`config.mk`:
```
export PLATFORM = sky130hd
export DESIGN_NAME = div_avalon_master
export DESIGN_NICKNAME = d
export VERILOG_FILES = /design/src/rtl/div_avalon_pkg.sv /design/src/rtl/div_avalon_master.sv
export SDC_FILE = /design/constraint.sdc
export NUM_CORES = 1
export LEC_CHECK = 0
export BUFFER_PORTS_ARGS = -buffer_cell sky130_fd_sc_hd__buf_2
export CAP_MARGIN = 20
export CELL_PAD_IN_SITES_DETAIL_PLACEMENT = 0
export CELL_PAD_IN_SITES_GLOBAL_PLACEMENT = 1
export CORE_ASPECT_RATIO = 1.75
export CORE_MARGIN = 3
export CORE_UTILIZATION = 43
export CTS_BUF_LIST = sky130_fd_sc_hd__clkbuf_16
export DETAILED_ROUTE_END_ITERATION = 10
export PLACE_DENSITY = 0.94
export SYNTH_ARGS = -nofsm -noshare
export SYNTH_HDL_FRONTEND = slang
export SYNTH_SLANG_ARGS = --single-unit
```
`constraint.sdc`:
```
create_clock -name clk -period 3 [get_ports clk]
set_clock_uncertainty 0.2 [all_clocks]
set_input_delay 0.45 -clock clk [delete_from_list [all_inputs] [get_ports clk]]
set_output_delay 0.45 -clock clk [all_outputs]
set_load 0.05 [all_outputs]
```
`src/rtl/div_avalon_pkg.sv`:
```
// div_avalon_pkg: divider slave register map and master FSM state encoding
package div_avalon_pkg;
  localparam logic [2:0] SET_DIVIDEND  = 3'd0;
  localparam logic [2:0] SET_DIVISOR   = 3'd1;
  localparam logic [2:0] START         = 3'd2;
  localparam logic [2:0] GET_QUOTIENT  = 3'd3;
  localparam logic [2:0] GET_REMAINDER = 3'd4;
  localparam logic [2:0] GET_READY     = 3'd5;
  localparam logic [2:0] DONE_TRG      = 3'd6;
  typedef enum logic [3:0] {
    IDLE, PRE_CLR, WR_DVND, WR_DVSR, WR_START, WAIT_IRQ, RD_QUO, RD_RMD, CLR_DONE, RESP
  } state_t;
endpackage

```
`src/rtl/div_avalon_master.sv`:
```
// div_avalon_master: runs one divide job on the Avalon-MM divider slave per client request
module div_avalon_master
  import div_avalon_pkg::*;
#(
  parameter int W = 32,
  parameter int TIMEOUT_CYC = 1024,
  parameter int TW = 11
) (
  input  logic         clk,
  input  logic         reset_n,
  input  logic         job_valid,
  output logic         job_ready,
  input  logic [W-1:0] job_dvnd,
  input  logic [W-1:0] job_dvsr,
  output logic         res_valid,
  input  logic         res_ready,
  output logic [W-1:0] res_quo,
  output logic [W-1:0] res_rmd,
  output logic         res_err,
  output logic         busy,
  output logic [2:0]   avm_address,
  output logic         avm_chipselect,
  output logic         avm_write,
  output logic         avm_read,
  output logic [W-1:0] avm_writedata,
  input  logic [W-1:0] avm_readdata,
  input  logic         avm_waitrequest,
  input  logic         div_irq
);
  state_t state, state_nxt;
  logic [W-1:0] dvnd, dvsr;
  logic [TW-1:0] cnt;
  logic xfer, timeout;
  assign job_ready = state == IDLE;
  assign busy      = state != IDLE;
  assign res_valid = state == RESP;
  assign xfer      = avm_chipselect & ~avm_waitrequest;
  assign timeout   = cnt == TW'(TIMEOUT_CYC - 1);
  // bus signals are a pure function of state, so they hold across waitrequest stalls
  always_comb begin
    avm_chipselect = 1'b0;
    avm_write      = 1'b0;
    avm_read       = 1'b0;
    avm_address    = 3'd0;
    avm_writedata  = '0;
    case (state)
      PRE_CLR:  begin avm_chipselect = 1'b1; avm_write = 1'b1; avm_address = DONE_TRG; avm_writedata = W'(1); end
      WR_DVND:  begin avm_chipselect = 1'b1; avm_write = 1'b1; avm_address = SET_DIVIDEND; avm_writedata = dvnd; end
      WR_DVSR:  begin avm_chipselect = 1'b1; avm_write = 1'b1; avm_address = SET_DIVISOR; avm_writedata = dvsr; end
      WR_START: begin avm_chipselect = 1'b1; avm_write = 1'b1; avm_address = START; end
      RD_QUO:   begin avm_chipselect = 1'b1; avm_read = 1'b1; avm_address = GET_QUOTIENT; end
      RD_RMD:   begin avm_chipselect = 1'b1; avm_read = 1'b1; avm_address = GET_REMAINDER; end
      CLR_DONE: begin avm_chipselect = 1'b1; avm_write = 1'b1; avm_address = DONE_TRG; avm_writedata = W'(1); end
      default:  ;
    endcase
  end
  always_comb begin
    state_nxt = state;
    case (state)
      IDLE:     if (job_valid) state_nxt = div_irq ? PRE_CLR : WR_DVND;
      PRE_CLR:  if (xfer) state_nxt = WR_DVND;
      WR_DVND:  if (xfer) state_nxt = WR_DVSR;
      WR_DVSR:  if (xfer) state_nxt = WR_START;
      WR_START: if (xfer) state_nxt = WAIT_IRQ;
      WAIT_IRQ: state_nxt = div_irq ? RD_QUO : timeout ? RESP : WAIT_IRQ;
      RD_QUO:   if (xfer) state_nxt = RD_RMD;
      RD_RMD:   if (xfer) state_nxt = CLR_DONE;
      CLR_DONE: if (xfer) state_nxt = RESP;
      RESP:     if (res_ready) state_nxt = IDLE;
      default:  state_nxt = IDLE;
    endcase
  end
  always_ff @(posedge clk or negedge reset_n) begin
    if (!reset_n) begin
      state   <= IDLE;
      dvnd    <= '0;
      dvsr    <= '0;
      cnt     <= '0;
      res_quo <= '0;
      res_rmd <= '0;
      res_err <= 1'b0;
    end else begin
      state <= state_nxt;
      cnt   <= state != WAIT_IRQ ? '0 : cnt + TW'(cnt != '1);
      if (job_ready && job_valid) begin
        dvnd    <= job_dvnd;
        dvsr    <= job_dvsr;
        res_err <= 1'b0;
      end
      if (state == RD_QUO && xfer) res_quo <= avm_readdata;
      if (state == RD_RMD && xfer) res_rmd <= avm_readdata;
      if (state == WAIT_IRQ && !div_irq && timeout) begin
        res_err <= 1'b1;
        res_quo <= '0;
        res_rmd <= '0;
      end
    end
  end
endmodule
```
==> flow_summary.yaml <==
finish:
  final_cell_mix: "206 x buf_2, 142 x dfrtp_1, 79 x nor2_1"
  num-fill-cells: 1262
  drive_above_1_share_pct: 44.7
  final_common_cell: "buf_2"
  diodes: 0
  nets: 819
  area_delta_synth_final_pct: 28.1
  postLayoutCellArea_sq_mm: 0.00842
  final_util_pct: 56.5
yosys:
  synth_fp_nets: 615
  synth_flop_cell: "dfrtp_1"
  yosysUniqueCellTypes: 38
  ys_ff_latch: 144
  synthSimpleGateAreaFrac_pct: 9.44
  synth_area_sq_mm: 0.00657
  syn_avg_cell_area_sq_um: 12.9
  synth_seq_area_share_pct: 54.8
  synth-edff-count: 0
  muxShareOfSynthArea_pct: 23.7
  yosysTopAreaCell: "dfrtp_1"
  synthArstFlopShare_pct: 100
  yosys-top-cells-area: "dfrtp_1 55%, mux2_4 11%, mux2i_1 9.9%"
  synth_cells: 511
  yosysWarnings: 0
  synth-compound-area-share_pct: 6.40
  synth_top_area_share_pct: 54.8
  synth_top_family_by_area: "multiplexers"
  synth_xor_area_share_pct: 1.33
  synth_fa_ha_area_share_pct: 0.381
floorplan:
  start_util_pct: 44.1
  die_w_um: 99.5
  pin_count: 208
  coreArea_sq_mm: 0.0149
  fp-row-count: 59
  dieArea_sq_mm: 0.0169
  die_h_um: 170
clock_tree:
  path_clk_slew_ns: 0.07
  ctsLongestPathBuffers: 2
  clk_latency_ns: 0.41
  h-tree-depth: 4
  clk_root_buffer_cell: "clkbuf_16"
  cts_tree: "built"
  cts_made_buffers: 17
  postCtsSetupBuffers: 0
  cts_num_sinks: 144
hold_path:
  hold_class: "primary input to flop"
  hp-start: "job_dvnd[10]"
  worstHoldEndpoint: "dvnd[10]$_DFFE_PN0P_"
  hold_depth: 2
drt:
  drcViolationCount: 0
  vias: 4747
  wl_per_cell_um: 17.4
  drtIter0Drc: 214
  ant_nets: 0
  wl_um: 15800
  avgViaCountPerCell: 5.22
  first_pass_iters: 5
timing:
  finalHoldViolations: 0
  setup_tns_ns: 0
  fmax_ghz: 0.355
  slew_headroom_pct: 49.8
  rsz0062_at_grt: "no"
  max_slew.worst_pin.slew_ns: 0.753
  setup_violations: 0
  drv_slew: 0
  fin_crit_sh_pct: 94.0
  period_needed_ns: 2.82
global_routing:
  antenna_found_initial: 2
  grt_max_degree: 83
  grt_pass1_wl_um: 25300
  overflow: 0
  grt_pass1_vias: 5001
  grt_usage_pct: 18.9
setup_path:
  endpoint_kind: "output port"
  r2r_slack_ns: 0.48
  crit_arrival_ns: 2.17
  worstSetupPathType: "flop to output port"
  r2r-end: "dvsr[26]$_DFFE_PN0P_"
  worstPathRequired_ns: 2.35
  ff2ff_path_depth: 4
  timing.rr.start: "state[2]$_DFFE_PN0P_"
  critPathMaxFanout: 31
  startpoint_type: "flop"
pwr:
  power_leakage_nw: 4.22
  power_density_mw_per_mm2: 1320
  total_power_mw: 11.1
  vdd_drop_max_mv: 0.626
placed_design:
  dp_hpwl_um: 11500
  gp_congestion: 0.807
  dpl_cell_area_sq_mm: 0.00775
  io_buffers: 207
run:
  drv_cap: 0
run_status:
  status: "completed"
-- layout make-up --
class | instances | area [sq um] | area share (%)
clock buffers | 17 | 425 | 5.05
repair buffers | 220 | 1180 | 14.0
flip-flops and latches | 144 | 3610 | 42.8
clock inverters | 14 | 226 | 2.69
inverters | 5 | 18.8 | 0.223
well taps | 183 | 229 | 2.72
multi-input cells | 327 | 2730 | 32.5
-- cells in the mapped netlist, types with 3 or more instances --
cell        n
buf_6      12
a21o_1      4
inv_1       5
xnor2_1     4
mux2i_1    65
clkbuf_1    6
xor2_1      6
nor3_1      7
nand4_1     3
a21oi_1     7
nor2_1     80
nand2b_1    3
mux2_2     15
mux2_4     49
dfrtp_1   144
buf_2      17
a22o_1     31
nand2_1    10
o21ai_0     9
nand3_1     9
-- repair_timing --
item / 4_1_cts / 5_1_grt
gates resized for setup: 0 / 2
hold buffers: 1 / 0
hold endpoints to repair: 79 / 0
setup endpoints to repair: 0 / 31
-- per-layer routing --
layer | GRT usage, % | vias to the layer above | wire length [um]
met5 | 0 | - | 24
met4 | 5.89 | 4 | 257
met3 | 5.06 | 22 | 1030
met2 | 33.2 | 182 | 8220
met1 | 22.6 | 2342 | 6310
li1 | - | 2197 | -
-- worst max path at each step --
| stage | from | end | slack, ns | cells past startpoint |
|---|---|---|---|---|
| after global placement | state[2]$_DFFE_PN0P_ | dvnd[9]$_DFFE_PN0P_ | 0.56 | 4 |
| after detailed placement | state[2]$_DFFE_PN0P_ | dvnd[10]$_DFFE_PN0P_ | 0.48 | 4 |
| final | state[0]$_DFFE_PN0P_ | avm_writedata[28] | 0.18 | 5 |
| after CTS | state[0]$_DFFE_PN0P_ | avm_writedata[28] | 0.04 | 5 |
| after floorplan | state[0]$_DFFE_PN0P_ | avm_write | 0.30 | 3 |
| after global routing | state[3]$_DFFE_PN0P_ | avm_chipselect | 0.04 | 4 |
-- critical path, cell delays in order (launching register included) --
cell,delay [ns]
dfrtp_2,0.52
nand2b_1,0.25
nor3_2,0.12
buf_4,0.38
a22o_1,0.23
buf_2,0.26
-- registers in the layout, indices dropped and copies added, names as in the netlist --
name,count
state,4
dvsr,32
dvnd,32
res_err,1
cnt,11
res_quo,32
res_rmd,32
-- report_power, final --
group | leakage [nW] | switching, mW | internal, mW
logic | 2.15 | 3.57 | 1.71
clock network | 0.311 | 0.837 | 1.49
registers | 1.76 | 0.648 | 2.85
total | 4.22 | 5.05 | 6.05
-- cells by family (layout without fill, tap and decap cells) --
logic type               after synthesis  after routing
XOR/XNOR                              10             10
multiplexers                         129            129
AND/OR/NAND/NOR                      130            130
AO/OA/AOI/OAI                         56             56
adder cells (fa/ha/maj)                2              2
flip-flops                           144            144
buffers and inverters                 40            256
-- through the flow --
step	hold WS (ns)	setup WS [ns]	instances
after floorplan	-0.0456	0.301	511
after global placement	0.255	0.563	878
after detailed placement	0.276	0.483	878
after CTS	0.0502	0.0443	910
after global routing	0.0561	0.0391	910
final	0.0706	0.181	910
Note: power is estimated with default switching activity, not from simulation.
